$ cat src/rtl/scan_decoder.sv
// rtl/scan_decoder.sv - registered active-low one-hot select decoder with direct and auto-scan modes
//
// Optional feature macro: SCAN_DECODER_BLANK_EN (adds the all-off GAP between scan slots).
//
// Ports:
//   clk        rising-edge clock
//   rst_n      asynchronous active-low reset
//   en         1 = outputs may assert, 0 = all outputs inactive (IDLE)
//   mode       0 = direct decode of sel_in, 1 = auto-scan
//   sel_in     channel selected in direct mode
//   ch_mask    per-channel enable; a 0 bit keeps that output inactive
//   y_n        active-low one-hot select, all ones = none selected
//   cur_sel    index of the selected / scanned channel
//   frame_tick one-cycle pulse on the scan wrap from OUT_N-1 to 0
module scan_decoder #(
  parameter int SEL_W = 3,
  parameter int DWELL = 1000,
  parameter int BLANK = 2
) (
  input  logic                  clk,
  input  logic                  rst_n,
  input  logic                  en,
  input  logic                  mode,
  input  logic [SEL_W-1:0]      sel_in,
  input  logic [2**SEL_W-1:0]   ch_mask,
  output logic [2**SEL_W-1:0]   y_n,
  output logic [SEL_W-1:0]      cur_sel,
  output logic                  frame_tick
);

  localparam int OUT_N   = 2**SEL_W;
  localparam int CNT_MAX = (DWELL > BLANK) ? DWELL : BLANK;
  localparam int CNT_W   = (CNT_MAX > 1) ? $clog2(CNT_MAX) : 1;

  localparam logic [CNT_W-1:0] DWELL_LAST = CNT_W'(DWELL - 1);
`ifdef SCAN_DECODER_BLANK_EN
  localparam logic [CNT_W-1:0] BLANK_LAST = CNT_W'(BLANK - 1);
`endif

`ifdef SCAN_DECODER_BLANK_EN
  typedef enum logic [1:0] {ST_IDLE, ST_DIRECT, ST_SHOW, ST_GAP} state_t;
`else
  typedef enum logic [1:0] {ST_IDLE, ST_DIRECT, ST_SHOW} state_t;
`endif

  state_t             state, n_state;
  logic [SEL_W-1:0]   idx, n_idx;
  logic [CNT_W-1:0]   cnt, n_cnt;
  logic               n_tick;
  logic [OUT_N-1:0]   n_y;
  logic [SEL_W-1:0]   n_cur;

  // Next-state logic. Outputs are registered from the *next* state so that the
  // edge entering a state already drives that state's select pattern.
  always_comb begin
    n_state = ST_IDLE;
    n_idx   = '0;
    n_cnt   = '0;
    n_tick  = 1'b0;
    if (en) begin
      if (!mode) begin
        n_state = ST_DIRECT;
      end else begin
        n_state = ST_SHOW;
        n_idx   = idx;
        n_cnt   = cnt;
        case (state)
          ST_SHOW: begin
            if (cnt == DWELL_LAST) begin
              n_cnt = '0;
`ifdef SCAN_DECODER_BLANK_EN
              n_state = ST_GAP;
`else
              n_idx  = idx + 1'b1;
              n_tick = (idx == '1);
`endif
            end else begin
              n_cnt = cnt + 1'b1;
            end
          end
`ifdef SCAN_DECODER_BLANK_EN
          ST_GAP: begin
            if (cnt == BLANK_LAST) begin
              n_cnt  = '0;
              n_idx  = idx + 1'b1;
              n_tick = (idx == '1);
            end else begin
              n_state = ST_GAP;
              n_cnt   = cnt + 1'b1;
            end
          end
`endif
          default: begin
            // Entering scan from IDLE or DIRECT: restart at channel 0, no tick.
            n_idx = '0;
            n_cnt = '0;
          end
        endcase
      end
    end

    n_y   = '1;
    n_cur = '0;
    case (n_state)
      ST_DIRECT: begin
        n_cur = sel_in;
        if (ch_mask[sel_in]) n_y[sel_in] = 1'b0;
      end
      ST_SHOW: begin
        n_cur = n_idx;
        if (ch_mask[n_idx]) n_y[n_idx] = 1'b0;
      end
      default: begin
        n_cur = n_idx;
      end
    endcase
  end

  always_ff @(posedge clk or negedge rst_n) begin
    if (!rst_n) begin
      state      <= ST_IDLE;
      idx        <= '0;
      cnt        <= '0;
      y_n        <= '1;
      cur_sel    <= '0;
      frame_tick <= 1'b0;
    end else begin
      state      <= n_state;
      idx        <= n_idx;
      cnt        <= n_cnt;
      y_n        <= n_y;
      cur_sel    <= n_cur;
      frame_tick <= n_tick;
    end
  end

endmodule
$ cat config.mk
export PLATFORM = sky130hd
export DESIGN_NAME = scan_decoder
export DESIGN_NICKNAME = d
export VERILOG_FILES = /design/src/rtl/scan_decoder.sv
export SDC_FILE = /design/constraint.sdc
export NUM_CORES = 1
export LEC_CHECK = 0
export BUFFER_PORTS_ARGS = -buffer_cell sky130_fd_sc_hd__buf_4
export CAP_MARGIN = 20
export CORE_MARGIN = 3
export CORE_UTILIZATION = 55
export DETAILED_ROUTE_END_ITERATION = 7
export PLACE_DENSITY = 0.85
export SYNTH_ARGS = -nofsm -noshare
export SYNTH_HDL_FRONTEND = slang
export SYNTH_SLANG_ARGS = --single-unit
$ cat constraint.sdc
create_clock -name clk -period 6.4 [get_ports clk]
set_clock_uncertainty 0.2 [all_clocks]
set_input_delay 0.64 -clock clk [delete_from_list [all_inputs] [get_ports clk]]
set_output_delay 0.64 -clock clk [all_outputs]
set_load 0.03 [all_outputs]
==> impl_metrics.toml, run 1 <==
[cells_and_area]
layout_common_cells = "buf_4 (26), dfrtp_1 (19), nor2_1 (18)"
fin_util_pct = 71.1
nFillCells = 167
design_area_mm2 = 0.00162
syn_to_final_growth_pct = 18.4
layout_commonest_cell = "buf_4"
fin_nets = 179
diodes = 0
drive_gt1_share_pct = 26.9

[floorplan]
row_count = 17
dieArea_mm2 = 0.00312
core_mm2 = 0.00228
ios = 27
die_x_um = 55.8
die_h_um = 55.8
start_util_pct = 60.0

[pwr]
p_per_area_mw_per_mm2 = 167
power_mw = 0.271
irDropWorstVdd_mv = 0.151
p_leak_nw = 0.757

[routing]
drtIter0Drc = 63
num_vias = 1125
drc = 0
wire_per_inst_um = 15.6
wl_um = 2930
vias_per_cell = 5.98
firstDrtPassIters = 4
ant_nets = 0

[clock_tree]
numCtsBuffers = 3
cts_tree = "yes"
post_cts_resized = 0
clk_latency_ns = 0.31
clockRootBuffer = "clkbuf_4"
numClockSinks = 27
clkTransAtPathRegs_ns = 0.14
cts-htree-levels = 1
cts_max_path_buffers = 2

[sta]
max_freq_mhz = 409
tns_ns = 0
drv_slew = 0
slew-limit-headroom_pct = 68.9
layout_setup_ws_ns = 3.95
setup_viol = 0
timing.final.crit_share_pct = 38.2
hold_viol = 0
period_minus_slack_ns = 2.45
rsz0062_at_grt = "no"
worst_pin_slew_ns = 0.453

[yosys]
yosysWarnings = 0
synthAdderAreaFrac_pct = 2.75
ys_seq_area_share_pct = 50.2
synth_top_family_by_area = "simple AND/OR/NAND/NOR gates"
synth-compound-area-share_pct = 8.15
synth_cell_types = 39
synth_simple_gate_area_share_pct = 25.9
ys_ff_latch = 27
synthArstFlopShare_pct = 100
synth_edf_count = 0
netlist_instances = 133
yosys-mux-area-fraction_pct = 4.67
synthTopCellsByArea = "dfrtp_1 (35%), dfstp_2 (15%), nor2_1 (4.9%), xor2_1 (3.8%), mux2i_1 (3.7%)"
postSynthAreaPerCell_um2 = 10.3
synth_top_area_share_pct = 34.8
yosysTopAreaCell = "dfrtp_1"
synth_xor_area_share_pct = 5.77
syn_area_mm2 = 0.00137
ys.flop_type = "dfrtp_1"
synthesis.nets = 151

[grt]
grt_pass1_vias = 1157
grt_pass1_wl_um = 5100
track_usage_pct = 20.3
grt-ovfl-total = 0
antenna_found_initial = 0
grt_start_max_net_pins = 28

[place]
pre_cts_slack_ns = 3.96
place_area_mm2 = 0.00158
place_hpwl_um = 2230
routabilityCongestion = 0.901
portBuffers = 26

[setup_path]
cp.arrival_ns = 2.50
end_kind = "flip-flop"
critical_path_class = "reg2reg"
crit_fanout = 9
r2r_slack_ns = 3.95
critPathRequiredTime_ns = 6.45
r2r-end = "y_n[6]"
crit-reg2reg-launch = "cnt[0]"
reg2reg_depth = 6
cp-start-kind = "flip-flop"
timing.critical_path.from = "cnt[0]"

[status]
status = "complete, no violations"

[worst_hold_path]
hp-class = "in2reg"
hold_depth = 2
min_from = "ch_mask[0]"
min_to = "y_n[0]"

[job]
drv_cap = 0
==> synth_stat cells, types with 4 or more instances <==
master   instances
nor3b_1          5
nor2_1          18
xor2_1           6
mux2i_1          5
nand3_1          4
dfrtp_1         19
inv_1            5
nand2_1         12
o21ai_0          6
dfstp_2          8
==> final cells by class <==
cell class / instances / area (um2) / share of cell area (%)
Clock buffer: 3 / 22.5 / 1.39
Clock inverter: 1 / 5.00 / 0.309
Multi-Input combinational cell: 97 / 646 / 39.9
Timing Repair Buffer: 27 / 205 / 12.7
Inverter: 5 / 18.8 / 1.16
Sequential cell: 27 / 686 / 42.4
Tap cell: 28 / 35.0 / 2.17
==> power by group <==
group          total, mW  internal (mW)  leakage (nW)  switching, mW
combinational     0.0243         0.0105         0.393         0.0138
sequential         0.175          0.174         0.346        0.00122
clock             0.0716         0.0233        0.0177         0.0483
==> how the worst max path moves through the flow <==
| stage | to | slack [ns] | cells past startpoint |
|---|---|---|---|
| after floorplan | y_n[6] | 4.22 | 6 |
| after global placement | y_n[6] | 4.08 | 6 |
| after detailed placement | y_n[6] | 3.96 | 6 |
| after CTS | y_n[6] | 3.94 | 6 |
| after global routing | y_n[6] | 3.79 | 6 |
| final | y_n[6] | 3.95 | 6 |
==> sequential cells by signal, indices dropped and copies added (netlist names) <==
register,cells
cnt,10
cur_sel,3
frame_tick,1
idx,3
state,2
y_n,8
==> timing repair <==
| item | 4_1_cts | 5_1_grt |
|---|---|---|
| endpoints found under the hold margin | 0 | 12 |
| hold buffers | 0 | 1 |
| setup buffers | 0 | 0 |
==> worst max-delay path, cell delays in order (launching register included) <==
cell and delay, ns:
dfrtp_1 0.45, ha_1 0.30, nand4b_2 0.18, nor3_4 0.38
mux2i_2 0.44, mux2i_1 0.13, o41a_1 0.31
==> kinds of logic (layout without fill, tap and decap cells) <==
group / count (synthesis) / count (layout)
adders and majority gates: 3 / 3
and+or+nand+nor: 63 / 63
AOI/OAI and AO/OA: 16 / 16
DFF: 27 / 27
xor gates and xnor gates: 9 / 9
muxes: 6 / 6
buffers and inverters: 9 / 36
==> through the flow <==
step / hold slack [ns] / instances
after floorplan: 0.144 / 133
final: 0.259 / 188
after detailed placement: 0.324 / 183
after global routing: 0.212 / 188
after global placement: 0.290 / 183
after CTS: 0.0115 / 187
==> layer usage <==
metal  GRT usage, %  up-vias  part of all wire [%]  wire [um]
met4           6.44        0                   1.2         36
met3           4.64        5                   7.9        230
met2           34.5       46                    50       1470
li1               -      522                     -          -
met1           25.6      552                    41       1200
met5              0        -                     0          0
(Power assumes the default switching activity.)
==> run 2, diff against run 1 <==
- CORE_UTILIZATION: 55 -> 48
- PLACE_DENSITY: 0.85 -> 0.79
- clock period: 6.4 -> 2.05 ns (I/O delays scaled with it)
==> run 2 against run 1 <==
  * Die area up 13%
  * Clock-buffer cell count up 1
  * Maximum frequency up 21%
  * Clock power rose to 3.2 times the previous value
  * Register-to-register slack worse by 3.9 ns
  * Total power rose to 3.2 times the previous value
  * Combinational power rose to 4.1 times the previous value
  * First-iteration DRC count down 24%
  * Hold slack worse by 0.25 ns
  * Critical path type unchanged
  * Largest cell class is now multi-input gates
==> impl_metrics.toml, run 2 (same netlist as run 1, synthesis figures left out) <==
[status]
status = "complete, no violations"

[cells_and_area]
largest-register = "cnt"
drive_gt1_share_pct = 34.7
fin_nets = 209
syn_to_final_growth_pct = 40.8
layout_common_cells = "buf_4 (43), dfrtp_1 (19), nor2_1 (17)"
diodes = 0
top_regs = "cnt: 10 flops, y_n: 8 flops"
layout_commonest_cell = "buf_4"
largest_register_ffs = 10

[sta]
slew-limit-headroom_pct = 76.8
setup_viol = 0
hold_viol = 0
period_minus_slack_ns = 2.01
drv_slew = 0
rsz0062_at_grt = "yes"
timing.final.crit_share_pct = 98.2
max_freq_mhz = 497
worst_pin_slew_ns = 0.345
tns_ns = 0

[grt]
track_usage_pct = 21.4
grt_pass1_wl_um = 5470
grt-ovfl-total = 0
grt_start_max_net_pins = 28
grt_pass1_vias = 1204
antenna_found_initial = 0

[routing]
wl_um = 3510
wire_per_inst_um = 15.9
drtIter0Drc = 48
ant_nets = 0
firstDrtPassIters = 4
num_vias = 1214
drc = 0
vias_per_cell = 5.52

[setup_path]
cp-start-kind = "flip-flop"
critPathRequiredTime_ns = 2.12
cp.arrival_ns = 2.08
end_kind = "flip-flop"
crit-reg2reg-launch = "cnt[1]"
path_buf_inv = 0
critical_path.top_delay_family = "compound AO/OA/AOI/OAI gates"
max_stage_delay_ns = 0.41
timing.critical_path.from = "cnt[1]"
critical_path.cell_chain = "ha_4 -> nand4b_4 -> or3_4 -> o311a_1 -> a311oi_2 -> o21ai_1"
critical_path_class = "reg2reg"
crit_fanout = 4
cpMaxStageDelayCell = "dfrtp_1"

[floorplan]
ios = 27
core_mm2 = 0.00259
start_util_pct = 52.8
dieArea_mm2 = 0.00352
row_count = 18
die_x_um = 59.4
die_h_um = 59.4

[worst_hold_path]
hp-class = "in2reg"
min_from = "sel_in[0]"

[clock_tree]
numCtsBuffers = 3
clkTransAtPathRegs_ns = 0.14
cts_max_path_buffers = 2
numClockSinks = 27
clockRootBuffer = "clkbuf_4"
cts-htree-levels = 1
cts_tree = "yes"
clk_latency_ns = 0.33

[pwr]
p_leak_nw = 0.916
irDropWorstVdd_mv = 0.522
p_per_area_mw_per_mm2 = 455
power_mw = 0.875

[place]
routabilityCongestion = 0.882
portBuffers = 26
place_hpwl_um = 2310

[job]
drv_cap = 0
## run 2: final cells by class
type	instances	area, um2
clock buffer	4	26.3
fill	173	667
tap	30	37.5
timing repair buffer	57	459
inverter	5	18.8
multi-input combinational	97	696
sequential	27	686
## run 2: per-layer routing
metal  global-route usage (%)  vias to the layer above  wire, um
li1                         -                      579         -
met1                     26.5                      592      1510
met2                     35.6                       36      1760
met3                     5.01                        7       169
met4                     9.06                        0        66
met5                        0                        -         0
## run 2: path summary, 6_finish.rpt
check / slack, ns / cells past startpoint / end
max in group asynchronous: 1.25 / 2 / y_n[7]
hold / removal: 0.01 / 3 / cur_sel[0]
setup reg to reg: 0.04 / 6 / y_n[0]
hold reg to reg: 0.39 / 2 / cnt[8]
min in group asynchronous: 0.10 / 2 / cnt[2]
setup / recovery: 0.04 / 6 / y_n[0]
## run 2: metrics by stage
stage / instances / utilization [%] / area [um2] / hold slack (ns) / setup WS [ns]
final: 220 / 74.3 / 1920 / 0.00954 / 0.0361
after global routing: 220 / 74.3 / 1920 / 0.0267 / -0.0363
after CTS: 217 / 73.0 / 1890 / 0.00446 / 0.000788
after detailed placement: 201 / 66.6 / 1720 / -0.0681 / -0.0391
after global placement: 201 / 66.6 / 1720 / -0.0747 / 0.0125
after floorplan: 133 / - / 1390 / -0.291 / -0.109
## run 2: worst min-delay path, stage by stage
cell and delay, ns:
buf_4 0.08, nand2_1 0.12, nand2_1 0.11
## run 2: repair_timing
action | CTS | global route
hold buffers | 12 | 0
setup endpoints to repair | 5 | 8
gates resized for setup | 3 | 6
cloned | 0 | 1
endpoints found under the hold margin | 38 | 0
setup buffers | 0 | 2
pin swaps | 0 | 1
## run 2: power by group
part / internal (mW) / switching, mW / leakage, nW
Sequential: 0.542 / 0.00370 / 0.346
Clock: 0.0765 / 0.153 / 0.0150
Combinational: 0.0482 / 0.0509 / 0.555
Total: 0.667 / 0.208 / 0.916
==> run 3, diff against run 2 <==
- PLACE_DENSITY: 0.79 -> 0.84
- SETUP_SLACK_MARGIN: not set -> 0.3
==> run 3 against run 2 <==
  * The flow now finishes with violations (negative setup slack)
  * Routed wire length rose by 25%
  * Sequential cell count unchanged
  * First-iteration DRC count rose by 8.3%
  * Final cell count grew 4.1%
  * Critical path depth grew 1
  * Clock-buffer cell count shrank 1
  * Sequential power about the same
  * Register-to-register slack lost 0.12 ns
  * Via count up 8.2%
  * Hold slack improved by 0.024 ns
  * Critical endpoint is now y_n[6]
  * Highest routed layer unchanged
==> impl_metrics.toml, run 3 (same netlist as run 1, synthesis figures left out) <==
[status]
status = "finished with violations"
violations = "negative setup slack"

[clock_tree]
cts-htree-levels = 1
numClockSinks = 27
cts_max_path_buffers = 2
cts_tree = "yes"
clockRootBuffer = "clkbuf_4"
clk_latency_ns = 0.35
clkTransAtPathRegs_ns = 0.17
numCtsBuffers = 3

[grt]
grt_pass1_vias = 1337
grt-ovfl-total = 0
grt_start_max_net_pins = 28
track_usage_pct = 23.7
antenna_found_initial = 0
grt_pass1_wl_um = 6140

[cells_and_area]
multi_input_area_um2 = 810
regArea_um2 = 686
fin_nets = 218
syn_to_final_growth_pct = 56.5
largest_register_ffs = 10
diodes = 0
largest-register = "cnt"
fin_util_pct = 82.6
nFillCells = 124
stdcell_count = 229
layout_commonest_cell = "buf_4"
top_regs = "cnt: 10 flops, y_n: 8 flops"
drive_gt1_share_pct = 44.7
layout_common_cells = "buf_4 (45), dfrtp_1 (19), dlygate4sd3_1 (14)"

[floorplan]
die_x_um = 59.4
die_h_um = 59.4
start_util_pct = 52.8
dieArea_mm2 = 0.00352
core_mm2 = 0.00259
row_count = 18
ios = 27

[setup_path]
critical_path_class = "reg2reg"
end_kind = "flip-flop"
reg2reg_depth = 7
crit-reg2reg-launch = "cnt[0]"
r2r_slack_ns = -0.09
cp-start-kind = "flip-flop"
critPathRequiredTime_ns = 2.15
crit_fanout = 3
cp.arrival_ns = 2.23
r2r-end = "y_n[6]"

[sta]
timing.final.crit_share_pct = 104
max_freq_mhz = 468
drv_slew = 0
rsz0062_at_grt = "yes"
layout_setup_ws_ns = -0.0856
hold_viol = 0
tns_ns = -0.226
worst_pin_slew_ns = 0.410
setup_viol = 6
slew-limit-headroom_pct = 72.6
period_minus_slack_ns = 2.14

[pwr]
p_leak_nw = 0.966
p_per_area_mw_per_mm2 = 421
power_mw = 0.901
power.internal_mw = 0.669
seq_power_share_pct = 60.6
p_comb_share_pct = 11.7
irDropWorstVdd_mv = 0.491
p_sw_share_pct = 25.7
p_clk_share_pct = 27.7
p_switching_mw = 0.231

[routing]
wire_per_inst_um = 19.2
firstDrtPassIters = 5
drtIter0Drc = 52
wl_um = 4400
vias_per_cell = 5.73
num_vias = 1313
ant_nets = 0
drc = 0

[place]
place_hpwl_um = 2430
dp_cells = 199
routabilityCongestion = 0.818
portBuffers = 26
pre_cts_slack_ns = -0.0202

[worst_hold_path]
min_to = "state[0]"
hold_depth = 2
min_from = "en"
hp-class = "in2reg"

[job]
drv_cap = 0
[run 3: cell count changes in the layout (fill, tap and decap cells not counted), sizes merged]
cell	previous run	this run
buf	45	52
dlygate4sd3	12	14
clkbuf	4	3
clkinvlp	0	1
[run 3: power by group through the flow]
stage	sequential (mW)	clock [mW]	combinational, mW
after floorplan	0.564	0	0.0194
after global placement	0.554	0	0.0747
after detailed placement	0.555	0	0.0766
after CTS	0.546	0.249	0.0987
after global routing	0.547	0.270	0.113
final	0.546	0.249	0.105
[run 3: through the flow]
stage	cell area (um2)	hold WS, ns
5_1_grt	2140	0.0153
3_3_place_gp	1710	-0.0748
3_5_place_dp	1710	-0.0657
6_report	2140	0.0338
4_1_cts	1960	0.0115
2_1_floorplan	1390	-0.291
[run 3: worst max path at each step]
stage / startpoint / to / cells after the start
2_1_floorplan: cnt[0] / y_n[6] / 6
6_report: cnt[0] / y_n[6] / 7
3_5_place_dp: cnt[1] / y_n[2] / 7
4_1_cts: cnt[1] / y_n[0] / 6
5_1_grt: cnt[0] / y_n[6] / 7
3_3_place_gp: cnt[1] / y_n[2] / 7
[run 3: critical path, cell delays in order (launching register included)]
cell      delay (ns)
dfrtp_1         0.43
ha_4            0.17
nand4b_4        0.13
nor3_4          0.26
buf_6           0.14
mux2i_4         0.30
mux2i_1         0.13
o41a_1          0.31
[run 3: layout make-up]
class,instances,area share (%)
Clock buffer,3,1.05
Clock inverter,1,0.351
Inverter,5,0.878
Multi-Input combinational cell,97,37.9
Sequential cell,27,32.1
Tap cell,30,1.76
Timing Repair Buffer,66,26.0
[run 3: repair_timing]
item,4_1_cts,5_1_grt
pin swaps,2,7
hold buffers,14,0
buffers inserted,6,6
gates resized for setup,11,32
hold endpoints to repair,39,0
setup endpoints to repair,23,23
[run 3: routing by layer]
metal	track usage [%]	share of wire, %
met1	28.3	40
met2	41.0	50
met3	6.75	7.1
met4	7.12	2.2
met5	0	0
